$ cat src/rtl/sync_fifo_flex_if.sv
// Producer/consumer bundle for sync_fifo_flex: requests, data, thresholds and status.
interface sync_fifo_flex_if #(
  parameter int DWIDTH = 16,
  parameter int AWIDTH = 4
);
  logic              flush;
  logic              push;
  logic [DWIDTH-1:0] in;
  logic              pop;
  logic [AWIDTH:0]   ae_thr;
  logic [AWIDTH:0]   af_thr;
  logic              err_clr;
  logic [DWIDTH-1:0] out;
  logic              out_valid;
  logic              empty;
  logic              full;
  logic              almostempty;
  logic              almostfull;
  logic [AWIDTH:0]   num;
  logic              overflow;
  logic              underflow;

  modport master (
    output flush, push, in, pop, ae_thr, af_thr, err_clr,
    input  out, out_valid, empty, full, almostempty, almostfull, num, overflow, underflow
  );

  modport slave (
    input  flush, push, in, pop, ae_thr, af_thr, err_clr,
    output out, out_valid, empty, full, almostempty, almostfull, num, overflow, underflow
  );
endinterface

$ cat src/rtl/sync_fifo_flex.sv
// Single-clock FIFO with standard or first-word-fall-through read, arbitrary depth,
// runtime almost-empty/full thresholds, synchronous flush and sticky error flags.
module sync_fifo_flex #(
  parameter int DWIDTH = 16,
  parameter int AWIDTH = 4,
  parameter int DEPTH  = 16,
  parameter int FWFT   = 0
) (
  input logic             clk,
  input logic             reset,
  sync_fifo_flex_if.slave bus
);
  localparam logic [AWIDTH-1:0] LASTPTR = AWIDTH'(DEPTH - 1);
  localparam logic [AWIDTH:0]   FULLNUM = (AWIDTH + 1)'(DEPTH);

  logic [DWIDTH-1:0] mem [DEPTH];
  logic [AWIDTH-1:0] wptr;
  logic [AWIDTH-1:0] rptr;
  logic [AWIDTH:0]   count;
  logic              is_empty;
  logic              is_full;
  logic              wr_ok;
  logic              rd_ok;
  logic              ovf_set;
  logic              unf_set;
  logic              ovf_q;
  logic              unf_q;

  // Flush masks both requests, so a flushing cycle neither moves data nor raises errors.
  always_comb begin
    is_empty = (count == '0);
    is_full  = (count == FULLNUM);
    wr_ok    = bus.push & (~is_full | bus.pop) & ~bus.flush;
    rd_ok    = bus.pop & ~is_empty & ~bus.flush;
    ovf_set  = bus.push & is_full & ~bus.pop & ~bus.flush;
    unf_set  = bus.pop & is_empty & ~bus.flush;
  end

  always_ff @(posedge clk or posedge reset) begin
    if (reset) begin
      wptr  <= '0;
      rptr  <= '0;
      count <= '0;
    end else if (bus.flush) begin
      wptr  <= '0;
      rptr  <= '0;
      count <= '0;
    end else begin
      if (wr_ok) wptr <= (wptr == LASTPTR) ? '0 : wptr + 1'b1;
      if (rd_ok) rptr <= (rptr == LASTPTR) ? '0 : rptr + 1'b1;
      if (wr_ok & ~rd_ok) begin
        count <= count + 1'b1;
      end else if (rd_ok & ~wr_ok) begin
        count <= count - 1'b1;
      end
    end
  end

  always_ff @(posedge clk) begin
    if (wr_ok) mem[wptr] <= bus.in;
  end

  // A new error in the same cycle as err_clr keeps the flag set.
  always_ff @(posedge clk or posedge reset) begin
    if (reset) begin
      ovf_q <= 1'b0;
      unf_q <= 1'b0;
    end else begin
      if (ovf_set)          ovf_q <= 1'b1;
      else if (bus.err_clr) ovf_q <= 1'b0;
      if (unf_set)          unf_q <= 1'b1;
      else if (bus.err_clr) unf_q <= 1'b0;
    end
  end

  if (FWFT != 0) begin : g_fwft
    assign bus.out       = is_empty ? '0 : mem[rptr];
    assign bus.out_valid = ~is_empty;
  end else begin : g_std
    logic [DWIDTH-1:0] out_q;
    logic              valid_q;

    // Registered read captures the pre-write word even during write-through at full.
    always_ff @(posedge clk or posedge reset) begin
      if (reset) begin
        out_q   <= '0;
        valid_q <= 1'b0;
      end else begin
        valid_q <= rd_ok;
        if (rd_ok) out_q <= mem[rptr];
      end
    end

    assign bus.out       = out_q;
    assign bus.out_valid = valid_q;
  end

  assign bus.num         = count;
  assign bus.empty       = is_empty;
  assign bus.full        = is_full;
  assign bus.almostempty = (count <= bus.ae_thr);
  assign bus.almostfull  = (count >= bus.af_thr);
  assign bus.overflow    = ovf_q;
  assign bus.underflow   = unf_q;
endmodule

$ cat src/flat_wrapper.sv
// flat-port wrapper written by rule: the top's interface ports become plain ports
module sync_fifo_flex_flat 
#(
  parameter int DWIDTH = 16,
  parameter int AWIDTH = 4,
  parameter int DEPTH  = 16,
  parameter int FWFT   = 0
)
  (clk, reset, bus_flush, bus_push, bus_in, bus_pop, bus_ae_thr, bus_af_thr, bus_err_clr, bus_out, bus_out_valid, bus_empty, bus_full, bus_almostempty, bus_almostfull, bus_num, bus_overflow, bus_underflow);
  sync_fifo_flex_if #(.DWIDTH(DWIDTH), .AWIDTH(AWIDTH)) bus_i ();
  input logic clk;
  input logic reset;
  input wire logic [$bits(bus_i.flush)-1:0] bus_flush;
  input wire logic [$bits(bus_i.push)-1:0] bus_push;
  input wire logic [$bits(bus_i.in)-1:0] bus_in;
  input wire logic [$bits(bus_i.pop)-1:0] bus_pop;
  input wire logic [$bits(bus_i.ae_thr)-1:0] bus_ae_thr;
  input wire logic [$bits(bus_i.af_thr)-1:0] bus_af_thr;
  input wire logic [$bits(bus_i.err_clr)-1:0] bus_err_clr;
  output wire logic [$bits(bus_i.out)-1:0] bus_out;
  output wire logic [$bits(bus_i.out_valid)-1:0] bus_out_valid;
  output wire logic [$bits(bus_i.empty)-1:0] bus_empty;
  output wire logic [$bits(bus_i.full)-1:0] bus_full;
  output wire logic [$bits(bus_i.almostempty)-1:0] bus_almostempty;
  output wire logic [$bits(bus_i.almostfull)-1:0] bus_almostfull;
  output wire logic [$bits(bus_i.num)-1:0] bus_num;
  output wire logic [$bits(bus_i.overflow)-1:0] bus_overflow;
  output wire logic [$bits(bus_i.underflow)-1:0] bus_underflow;
  assign bus_i.flush = bus_flush;
  assign bus_i.push = bus_push;
  assign bus_i.in = bus_in;
  assign bus_i.pop = bus_pop;
  assign bus_i.ae_thr = bus_ae_thr;
  assign bus_i.af_thr = bus_af_thr;
  assign bus_i.err_clr = bus_err_clr;
  assign bus_out = bus_i.out;
  assign bus_out_valid = bus_i.out_valid;
  assign bus_empty = bus_i.empty;
  assign bus_full = bus_i.full;
  assign bus_almostempty = bus_i.almostempty;
  assign bus_almostfull = bus_i.almostfull;
  assign bus_num = bus_i.num;
  assign bus_overflow = bus_i.overflow;
  assign bus_underflow = bus_i.underflow;
  sync_fifo_flex #(.DWIDTH(DWIDTH), .AWIDTH(AWIDTH), .DEPTH(DEPTH), .FWFT(FWFT)) u_core (.clk(clk), .reset(reset), .bus(bus_i));
endmodule
$ cat config.mk
export PLATFORM = sky130hd
export DESIGN_NAME = sync_fifo_flex_flat
export DESIGN_NICKNAME = d
export VERILOG_FILES = /design/src/rtl/sync_fifo_flex_if.sv /design/src/rtl/sync_fifo_flex.sv /design/src/flat_wrapper.sv
export SDC_FILE = /design/constraint.sdc
export NUM_CORES = 1
export LEC_CHECK = 0
export BUFFER_PORTS_ARGS = -buffer_cell sky130_fd_sc_hd__buf_4
export CAP_MARGIN = 25
export CORE_ASPECT_RATIO = 1.4
export CORE_MARGIN = 2
export CORE_UTILIZATION = 50
export CTS_BUF_LIST = sky130_fd_sc_hd__clkbuf_8
export CTS_CLUSTER_DIAMETER = 120
export DETAILED_ROUTE_END_ITERATION = 6
export PLACE_DENSITY_LB_ADDON = 0.3
export REMOVE_ABC_BUFFERS = 1
export SLEW_MARGIN = 20
export SYNTH_ARGS = -nofsm -noshare
export SYNTH_HDL_FRONTEND = slang
export SYNTH_SLANG_ARGS = --single-unit
$ cat constraint.sdc
create_clock -name clk -period 3.7 [get_ports clk]
set_input_delay 0.185 -clock clk [delete_from_list [all_inputs] [get_ports clk]]
set_output_delay 0.185 -clock clk [all_outputs]
set_load 0.005 [all_outputs]
# After elaboration in Yosys (flattened, before gate mapping)
# Memories as Yosys holds them, arrays and structs flattened. A register that Yosys moved wholly into a read port is not among the register bits.
# Cells that the tools add are included.
# op_classes
mux	14
bitwise_logic	18
addsub	4
n_eq_ne	3
reduce_logical	6
magnitude_cmp	2
# ops
cell	count
2-to-1 mux 4 bit	6
2-to-1 mux 5 bit	3
AND 1 bit	11
adder 4 x 1 -> 4 bit, second input constant	2
== test 4 bit, second input constant	2
nonzero test 2 bit	4
inverter 1 bit	6
adder 5 x 1 -> 5 bit, second input constant	1
== test 5 bit, second input constant	1
>= comparator 5 bit	1
<= comparator 5 bit	1
zero test 5 bit	1
2-to-1 mux 1 bit	5
subtractor 5 x 1 -> 5 bit, second input constant	1
nonzero test 3 bit	1
bitwise OR 1 bit	1
# word_totals
ramBits	256
n_memories	1
word_cells	54
reg_bits	16
# memory_table
name	words	word_bits	read_ports	rd_clocked_by_memory_dff	wr	line	rtl
u_core.mem	16	16	1	1	1	sync_fifo_flex.sv:16	logic [DWIDTH-1:0] mem [DEPTH];

# Longest topological paths before layout
# Gate-level depths: netlist (run 1).
# depth
depth_word	10
ltp_mapped	10
depth_no_buf	10

# Worst setup path after synthesis (run 1)
# No wires, ideal clock.
# synth_path
kind	register to register
startpoint	register u_core.count[0], in the netlist u_core.bus.num[0]
endpoint	register u_core.count[4], in the netlist u_core.bus.num[4]
n_path_buf	0
path_slack_ps	972
path_stages_with_launch	10
arrival_ps	2596
required_time_ps	3568
period_less_slack_ps	2728
cell_sequence	dfrtp_1 > or4_4 > a21oi_2 > nand2_1 > fa_1 > a21o_1 > a21oi_1 > mux2i_1 > a221oi_1 > nor2_1
# synth_via
elab_chain_cells	8
word_cells_on_any_way	19
cone_classes	add/sub: 2; eq/ne: 1; mux: 3; bitwise: 11; reduce/logical: 2
# synth_rtl
item	line	rtl
from (decl)	sync_fifo_flex.sv:19	logic [AWIDTH:0] count;
from (signal assigned)	sync_fifo_flex.sv:52	count <= count + 1'b1;
from (signal assigned)	sync_fifo_flex.sv:54	count <= count - 1'b1;
== test 5 bit or zero test 5 bit (tied branches)	sync_fifo_flex.sv:32, sync_fifo_flex.sv:31	
inverter 1 bit, on equally long branches	sync_fifo_flex.sv:33, sync_fifo_flex.sv:34	
bitwise OR 1 bit or AND 1 bit (tied branches)	sync_fifo_flex.sv:33, sync_fifo_flex.sv:34	
AND 1 bit, on equally long branches	sync_fifo_flex.sv:33, sync_fifo_flex.sv:34	
AND 1 bit or inverter 1 bit (tied branches)	sync_fifo_flex.sv:33, sync_fifo_flex.sv:51	
AND 1 bit or inverter 1 bit (tied branches)	sync_fifo_flex.sv:51, sync_fifo_flex.sv:53	
2-to-1 mux 5 bit or AND 1 bit (tied branches)	sync_fifo_flex.sv:51, sync_fifo_flex.sv:53	
2-to-1 mux 5 bit or nonzero test 3 bit (tied branches)	--	
# Parallel ways exist; a longest one is shown, timed or not. The select of a mux whose other input is x is not followed.
# A chain may end at the register's enable or synchronous reset.

# Final worst setup path (run 1)
# layout_path
startpoint	register u_core.count[1], in the netlist u_core.bus.num[1]
endpoint	register u_core.count[4], in the netlist u_core.bus.num[4]
# Same word-level chain as after synthesis.

==> flow_summary.ini, run 1 <==
[status]
status = finished clean

[global_route]
overflow = 0
grt_pass1_wl_mm = 37.56
antenna_found_initial = 0
grt_start_max_net_pins = 49
grt.total_usage = 0.2091
grt_pass1_vias = 6464

[route]
drc = 0
drt-initial-drc-count = 645
wl_per_cell_um = 23.62
drt_pass1_iterations = 5
wl_mm = 24.64
viasPerCell = 5.756
num_vias = 6003
ant_nets = 0

[cts]
cts_hold_buf = 21
cts.sinks = 288
numCtsBuffers = 42
clk_pin_slew_ns = 0.07
cts_max_level = 2
root_buffer = clkbuf_8
clock_latency_ns = 0.52
cts_setup_buffers = 0
cts_resized = 0
max-clock-path-buffers = 3
cts_tree = built

[sta]
slew_headroom = 0.4342
max_freq_mhz = 341.1
tns_ns = 0
finalHoldViolCount = 0
maxSlewViolCount = 0
final-setup-viol-count = 0
fin_crit_ns = 2.932
grt_setup_unrepaired = false
worst_pin_slew_ns = 0.8467
fin_hold_ws_ns = 0.2482
worst_clock_skew_ns = 0.01221
post-route-period-util = 0.7924

[power_and_ir_drop]
ir_drop_v = 0.0003816
p_per_area_mw_per_mm2 = 545.6
power_mw = 7.323
p_leak_nw = 4.652

[setup_path]
path_cells = or4_4, a21oi_2, nand2_1, fa_1, a21o_1, a21oi_1, mux2i_1, a221oi_1, nor2_1
crit_start = u_core.bus.num[1]$_DFFE_PP0P_
reg2reg_to = u_core.bus.num[4]$_DFFE_PP0P_
worst-endpoint-arrival_ns = 3.34
crit_end = u_core.bus.num[4]$_DFFE_PP0P_
critPathLaunchType = flip-flop
rr_startpoint = u_core.bus.num[1]$_DFFE_PP0P_
cp_slowest_cell = or4_4
slowest_delay_ns = 0.60
critical_path_class = reg -> reg
endpoint_kind = flip-flop
critPathRequiredTime_ns = 4.10
ff2ff_setup_slack_ns = 0.77
reg2reg_depth = 9
crit_fanout = 8

[place]
port_buffers = 59
dp_hpwl_mm = 14.36
gp_congestion = 0.8049

[synthesis]
synth_cells = 589
seq_area_frac_synth = 0.7318
async_flop_share = 0.1111
ys_ff_latch = 288
yosysWarningCount = 0
postSynthAreaPerCell_sq_um = 19.69
synth_edf_count = 256
synth_ff_type = edfxtp_1
ys_types = 47
synth.cell_area_sq_mm = 0.01160

[layout]
syn2layout_area_growth_pct = 15.72
fin_nets = 762
diodes = 0
drive_above_1_share = 0.2871
fill_cells = 1627

[flow_run]
max-cap-violations = 0

[die]
design.portCount = 60
die-area_sq_mm = 0.02445
dieHeight_um = 184.2
design.core.area_sq_mm = 0.02269
die_w_um = 132.7
start_util = 0.5112
rows = 65

[min_path]
hold_class = in -> async
sequential cells by signal (all words and copies together) (netlist names):
register and flops:
u_core.wptr 4, u_core.bus.out_valid 1, u_core.mem 256, u_core.bus.num 5, u_core.rptr 4, u_core.bus.overflow 1
u_core.bus.out 16, u_core.bus.underflow 1
worst max-delay path: cells and delay by family, from the launching register on:
family / cells / cell delay [ns]
AO/OA/AOI/OAI: 4 / 0.92
adder cells (fa/ha/maj): 1 / 0.44
flip-flops: 1 / 0.50
multiplexers: 1 / 0.12
AND/OR/NAND/NOR: 3 / 0.85
where the power goes:
group | switching, mW | internal, mW
Clock | 1.12 | 1.08
Sequential | 0.159 | 3.68
Combinational | 0.588 | 0.692
stage by stage:
step,cell area (sq um),setup slack (ns),util,std cells
2_1_floorplan,11470,0.4759,-,562
3_3_place_gp,12490,0.8450,0.5503,946
3_5_place_dp,12490,0.7881,0.5503,946
4_1_cts,13420,0.7505,0.5915,1043
5_1_grt,13420,0.5929,0.5915,1043
6_report,13420,0.7682,0.5915,1043
how the worst min path moves through the flow:
| stage | startpoint | to | cells after the start |
|---|---|---|---|
| detailed placement | reset | u_core.bus.num[1]$_DFFE_PP0P_ | 2 |
| CTS | reset | u_core.bus.out[2]$_DFFE_PP0P_ | 3 |
| global route | reset | u_core.bus.num[1]$_DFFE_PP0P_ | 3 |
| floorplan | bus_flush | u_core.rptr[1]$_DFFE_PP0P_ | 1 |
| finish | reset | u_core.bus.out[14]$_DFFE_PP0P_ | 3 |
| global placement | reset | u_core.bus.num[2]$_DFFE_PP0P_ | 2 |
routing by layer:
metal | vias to the layer above | wire length (um) | global-route usage
met5 | - | 0 | 0
met4 | 0 | 836 | 0.08473
met3 | 52 | 1525 | 0.03630
met2 | 216 | 12750 | 0.3598
met1 | 3113 | 9523 | 0.2660
li1 | 2622 | - | -
cell usage after synthesis (3+ instances only):
| library cell | n | area share |
|---|---|---|
| a21oi_1 | 10 | 0.0043 |
| and2_1 | 16 | 0.0086 |
| buf_2 | 10 | 0.0043 |
| clkbuf_1 | 13 | 0.0042 |
| dfrtp_1 | 32 | 0.069 |
| edfxtp_1 | 256 | 0.66 |
| ha_1 | 19 | 0.020 |
| inv_1 | 18 | 0.0058 |
| mux2_4 | 4 | 0.0052 |
| mux2i_1 | 29 | 0.025 |
| mux4_2 | 66 | 0.13 |
| nand2_1 | 32 | 0.010 |
| nand2b_1 | 4 | 0.0022 |
| nand3_1 | 5 | 0.0022 |
| nor2_1 | 17 | 0.0055 |
| nor2b_1 | 3 | 0.0016 |
| o21ai_0 | 4 | 0.0017 |
| o221ai_1 | 14 | 0.011 |
logic make-up after synthesis:
group                    after synthesis  synth area share
adder cells (fa/ha/maj)               20           0.02222
multiplexers                         101            0.1603
AND/OR/NAND/NOR                       88           0.03754
buffers and inverters                 46           0.01726
AO/OA/AOI/OAI                         42           0.02783
flip-flops                           288            0.7318
XOR/XNOR                               4          0.003021
layout make-up:
type	instances	area, sq um	share of cell area
clock buffers	43	591.8	0.04409
clock inverters	33	133.9	0.009975
inverters	19	71.32	0.005314
multi-input cells	255	2910	0.2168
flip-flops and latches	288	8492	0.6327
well taps	301	376.6	0.02806
repair buffers	104	845.8	0.06302
cell usage in the layout, fill, tap and decap left out, types with 3 or more instances in the layout:
| master | count |
|---|---|
| a21oi_1 | 10 |
| and2_1 | 16 |
| buf_4 | 82 |
| clkbuf_8 | 43 |
| clkinv_1 | 8 |
| dfrtp_1 | 29 |
| dfrtp_2 | 3 |
| dlygate4sd3_1 | 21 |
| edfxtp_1 | 256 |
| ha_1 | 19 |
| inv_1 | 39 |
| mux2_4 | 4 |
| mux2i_1 | 29 |
| mux4_2 | 66 |
| nand2_1 | 32 |
| nand2b_1 | 4 |
| nand3_1 | 5 |
| nor2_1 | 17 |
| nor2b_1 | 3 |
| o21ai_0 | 4 |
| o221ai_1 | 14 |
Power figures use the tool's default switching activity.
==> inputs of run 2 (changes only) <==
==> constraint.sdc (replaced) <==
create_clock -name clk -period 3.06 [get_ports clk]
set_input_delay 0.153 -clock clk [delete_from_list [all_inputs] [get_ports clk]]
set_output_delay 0.153 -clock clk [all_outputs]
set_load 0.005 [all_outputs]
==> run 2 against run 1 <==
Register-to-register slack got worse by 0.55 ns. Combinational power increased by 27%. Critical path depth unchanged. Die area unchanged. Flip-flop and latch count unchanged. Largest cell class unchanged. Routed wire length decreased by 0.17%. Critical endpoint unchanged. Via count decreased by 0.63%. Critical path type unchanged. Worst setup slack got worse by 0.55 ns.
==> flow_summary.ini, run 2 (synthesized netlist as in run 1, its figures left out) <==
[global_route]
overflow = 0
use_met1 = 0.2506
grt_start_max_net_pins = 45
gr-max-usage-layer = met2
grt_pass1_vias = 6403
antenna_found_initial = 0
use_met2 = 0.3689
met3_usage = 0.03080
grt.total_usage = 0.2054
grt_pass1_wl_mm = 37.07

[power_and_ir_drop]
combPwrFrac = 0.173
swShare = 0.2516
ir_drop_v = 0.0004233
clkPwrFrac = 0.341
pwr-share-seq = 0.486
p_int_mw = 7.084
p_per_area_mw_per_mm2 = 692.6
p_leak_nw = 4.700
power_switching_mw = 2.381

[sta]
maxSlewViolCount = 0
fin_hold_ws_ns = 0.2281
final-setup-viol-count = 0
slew_headroom = 0.3094
finalHoldViolCount = 0
worst_pin_slew_ns = 1.036
max_freq_mhz = 351.6
worst_clock_skew_ns = 0.02177
post-route-period-util = 0.9293
grt_setup_unrepaired = false
fin_crit_ns = 2.844

[die]
die-area_sq_mm = 0.02445
design.core.area_sq_mm = 0.02269
die_w_um = 132.7
dieHeight_um = 184.2
rows = 65
design.portCount = 60
start_util = 0.5112

[route]
ant_nets = 0
wl_mm = 24.60
drc = 0
wl_per_cell_um = 23.60
drt-initial-drc-count = 358
num_vias = 5965
viasPerCell = 5.725
drt_pass1_iterations = 4

[cts]
cts_max_level = 2
clock_latency_ns = 0.55
cts.sinks = 288
clk_pin_slew_ns = 0.07
max-clock-path-buffers = 3
cts_tree = built
numCtsBuffers = 43
root_buffer = clkbuf_8

[layout]
final_cells = 1042
layout_common_cells = edfxtp_1 (256), buf_4 (67), mux4_2 (66)
top_register = u_core.mem
largest_reg_flops = 256
final_common_cell = edfxtp_1
diodes = 0
drive_above_1_share = 0.3063
syn2layout_area_growth_pct = 17.83
fin_nets = 758

[setup_path]
critPathLaunchType = flip-flop
crit_fanout = 8
reg2reg_depth = 9
critical_path_class = reg -> reg
worst-endpoint-arrival_ns = 3.28
rr_startpoint = u_core.bus.num[2]$_DFFE_PP0P_
ff2ff_setup_slack_ns = 0.22
reg2reg_to = u_core.bus.num[4]$_DFFE_PP0P_
endpoint_kind = flip-flop
critPathRequiredTime_ns = 3.49

[min_path]
hold_class = in -> async

[place]
dp_hpwl_mm = 14.75
port_buffers = 59
gp_congestion = 0.7406
post-place-cells = 938

[flow_run]
max-cap-violations = 0

[status]
status = finished clean
-- run 2: what timing repair did --
| item | CTS | global route |
|---|---|---|
| hold buffers | 23 | 0 |
| gates resized for setup | 0 | 1 |
| setup endpoints to repair | 0 | 1 |
| buffers inserted | 0 | 0 |
| hold endpoints to repair | 274 | 0 |
-- run 2: area by class of cell --
| cell class | instances | area [sq um] |
|---|---|---|
| clock buffers | 47 | 646.9 |
| clock inverters | 33 | 254.0 |
| fillers | 1606 | 9024 |
| inverters | 19 | 71.32 |
| multi-input cells | 255 | 2918 |
| flip-flops and latches | 288 | 8492 |
| well taps | 301 | 376.6 |
| repair buffers | 99 | 908.4 |
-- run 2: power groups by stage --
stage | combinational (mW) | clock, mW | sequential [mW]
after floorplan | 0.867 | 0 | 4.78
after global placement | 1.57 | 0 | 4.67
after detailed placement | 1.61 | 0 | 4.68
after CTS | 1.65 | 3.29 | 4.60
after global routing | 1.78 | 3.46 | 4.62
final | 1.63 | 3.23 | 4.60
-- run 2: routing by layer --
| metal | part of all wire | vias to the layer above |
|---|---|---|
| met4 | 0.031 | 0 |
| li1 | - | 2610 |
| met1 | 0.39 | 3110 |
| met2 | 0.54 | 187 |
| met5 | 0 | - |
| met3 | 0.044 | 58 |
-- run 2: critical path, stage by stage, from the launching register on --
cell and delay (ns):
dfrtp_1 0.49, or4_4 0.57, a21oi_2 0.20, nand2_1 0.18
fa_1 0.45, a21o_1 0.21, a21oi_2 0.21, mux2i_1 0.10
a221oi_1 0.26, nor2_1 0.07
-- run 2: metrics by stage --
step	utilization	setup TNS (ns)	setup WS (ns)	cell area [sq um]	power [mW]
2_1_floorplan	-	-0.3283	-0.1641	11470	5.648
3_3_place_gp	0.5462	0	0.1840	12390	6.245
3_5_place_dp	0.5511	0	0.1397	12500	6.298
4_1_cts	0.6009	0	0.1218	13640	9.545
5_1_grt	0.6023	0	0.03870	13670	9.860
6_report	0.6023	0	0.2162	13670	9.465
-- run 2: worst max path at each step --
| stage | to | startpoint | cells past startpoint |
|---|---|---|---|
| after floorplan | u_core.bus.out[12]$_DFFE_PP0P_ | u_core.rptr[2]$_DFFE_PP0P_ | 3 |
| after global placement | u_core.bus.num[4]$_DFFE_PP0P_ | u_core.bus.num[2]$_DFFE_PP0P_ | 9 |
| after detailed placement | u_core.bus.num[4]$_DFFE_PP0P_ | u_core.bus.num[2]$_DFFE_PP0P_ | 9 |
| after CTS | u_core.bus.num[4]$_DFFE_PP0P_ | u_core.bus.num[2]$_DFFE_PP0P_ | 9 |
| after global routing | u_core.bus.num[4]$_DFFE_PP0P_ | u_core.bus.num[2]$_DFFE_PP0P_ | 9 |
| final | u_core.bus.num[4]$_DFFE_PP0P_ | u_core.bus.num[2]$_DFFE_PP0P_ | 9 |
==> inputs of run 3 (changes only) <==
--- a/config.mk
+++ b/config.mk
@@ -9,7 +9,7 @@
 export CAP_MARGIN = 25
 export CORE_ASPECT_RATIO = 1.4
 export CORE_MARGIN = 2
-export CORE_UTILIZATION = 50
+export CORE_UTILIZATION = 55
 export CTS_BUF_LIST = sky130_fd_sc_hd__clkbuf_8
 export CTS_CLUSTER_DIAMETER = 120
 export DETAILED_ROUTE_END_ITERATION = 6
==> run 3 against run 2 <==
Clock-buffer cell count grew 2. Sequential power is essentially flat. Sequential share of layout area is 0.24 points higher. Worst hold slack better by 0.0092 ns. Design area shrank 0.38%. Total power is 0.64% lower. Utilization is 5.7 points higher. Die area shrank 8.9%. Maximum frequency decreased by 0.49%. Clock power decreased by 3%. Highest routed layer unchanged.
==> flow_summary.ini, run 3 (synthesized netlist as in run 1, its figures left out) <==
[status]
status = finished clean

[place]
port_buffers = 59
gp_congestion = 0.7545
dp_hpwl_mm = 14.37
dpl_worst_slack_ns = 0.1230
post-place-cells = 892
postPlaceCellArea_sq_mm = 0.01237

[global_route]
overflow = 0
antenna_found_initial = 0
grt_pass1_vias = 6509
grt_start_max_net_pins = 41
grt.total_usage = 0.2233
grt_pass1_wl_mm = 36.73

[layout]
final_area_sq_mm = 0.01361
final_common_cell = edfxtp_1
top_register = u_core.mem
largest_reg_flops = 256
syn2layout_area_growth_pct = 17.38
layout_common_cells = edfxtp_1 (256), buf_4 (72), mux4_2 (66)
final_cells = 1003
diodes = 0
fin_nets = 764
drive_above_1_share = 0.3025

[setup_path]
critPathRequiredTime_ns = 3.47
endpoint_kind = flip-flop
crit_fanout = 7
worst-endpoint-arrival_ns = 3.27
critPathLaunchType = flip-flop
critical_path_class = reg -> reg

[power_and_ir_drop]
p_int_mw = 7.063
clkPwrFrac = 0.333
swShare = 0.2490
pwr-share-seq = 0.490
power_switching_mw = 2.342
p_leak_nw = 4.740
ir_drop_v = 0.0004274
combPwrFrac = 0.177
p_per_area_mw_per_mm2 = 690.8

[route]
viasPerCell = 6.005
ant_nets = 0
num_vias = 6023
drt-initial-drc-count = 479
drt_pass1_iterations = 5
drc = 0
wl_per_cell_um = 24.02
wl_mm = 24.09

[sta]
worst_pin_slew_ns = 1.067
finalHoldViolCount = 0
max_freq_mhz = 349.9
fin_crit_ns = 2.858
tns_ns = 0
post-route-period-util = 0.9339
slew_headroom = 0.2886
worst_clock_skew_ns = 0.01975
maxSlewViolCount = 0
layout_setup_ws_ns = 0.2022
grt_setup_unrepaired = false
final-setup-viol-count = 0

[min_path]
hold_class = in -> async

[cts]
clk_pin_slew_ns = 0.06
numCtsBuffers = 43
root_buffer = clkbuf_8
max-clock-path-buffers = 3
cts_max_level = 2
clock_latency_ns = 0.55
cts.sinks = 288
cts_tree = built

[die]
start_util = 0.5621
design.core.area_sq_mm = 0.02063
die-area_sq_mm = 0.02228
die_w_um = 126.7
design.portCount = 60
dieHeight_um = 175.8
rows = 62

[flow_run]
max-cap-violations = 0
-- run 3: changes by cell type in the layout (fill, tap and decap cells not counted) --
cell,delta
buf_6,-1
buf_8,+6
inv_1,+9
and2_1,+3
clkinv_2,-5
and2_2,-3
bufinv_16,-1
clkinvlp_4,-1
clkbuf_8,+2
buf_4,+5
dlygate4sd3_1,-1
buf_16,-3
clkinv_1,-4
-- run 3: path summary, 6_finish.rpt --
| path | start | end | slack (ns) | cells past startpoint |
|---|---|---|---|---|
| worst max-delay path | u_core.bus.num[3]$_DFFE_PP0P_ | u_core.bus.num[4]$_DFFE_PP0P_ | 0.20 | 9 |
| worst min-delay path | reset | u_core.bus.num[3]$_DFFE_PP0P_ | 0.24 | 3 |
| worst max register to register | u_core.bus.num[3]$_DFFE_PP0P_ | u_core.bus.num[4]$_DFFE_PP0P_ | 0.20 | 9 |
| worst min register to register | u_core.bus.out[3]$_DFFE_PP0P_ | u_core.bus.out[3]$_DFFE_PP0P_ | 0.49 | 2 |
| max in group asynchronous | reset | u_core.bus.out[4]$_DFFE_PP0P_ | 2.13 | 4 |
| min in group clk | bus_err_clr | u_core.bus.underflow$_DFFE_PP0P_ | 0.37 | 3 |
-- run 3: layer usage --
| metal | vias up | track usage | share of wire |
|---|---|---|---|
| met5 | - | 0 | 0 |
| met4 | 0 | 0.08654 | 0.019 |
| met3 | 41 | 0.03290 | 0.054 |
| met2 | 221 | 0.3919 | 0.55 |
| met1 | 3137 | 0.2835 | 0.38 |
| li1 | 2624 | - | - |
-- run 3: area by class of cell --
cell class	count	area [sq um]
Tap cell	256	320.3
Clock buffer	49	674.4
Timing Repair Buffer	105	932.1
Inverter	19	71.32
Multi-Input combinational cell	255	2914
Clock inverter	31	210.2
Fill cell	1360	7020
Sequential cell	288	8492
-- run 3: power by group through the flow --
stage	Sequential [mW]	Combinational, mW	Clock (mW)
floorplan	4.78	0.867	0
global placement	4.69	1.57	0
detailed placement	4.69	1.63	0
CTS	4.61	1.66	3.20
global route	4.63	1.81	3.35
finish	4.61	1.66	3.14
-- run 3: critical path, stage by stage, from the launching register on --
cell and delay, ns:
dfrtp_1 0.47, or4_4 0.50, a21oi_2 0.20, nand2_1 0.16, fa_1 0.45, a21o_1 0.22, a21oi_2 0.21, mux2i_1 0.11
a221oi_1 0.31, nor2_1 0.08
-- run 3: stage by stage --
stage | hold WS (ns) | power [mW] | util
after floorplan | 0.2161 | 5.648 | -
after global placement | 0.2523 | 6.259 | 0.5997
after detailed placement | 0.2485 | 6.322 | 0.5997
after CTS | 0.2168 | 9.478 | 0.6532
after global routing | 0.2612 | 9.798 | 0.6598
final | 0.2373 | 9.405 | 0.6598
-- run 3: what timing repair did --
action	4_1_cts	5_1_grt
resized for setup	0	1
buffers inserted	0	0
hold endpoints to repair	274	0
hold buffers	22	0
endpoints found under the setup margin	0	1
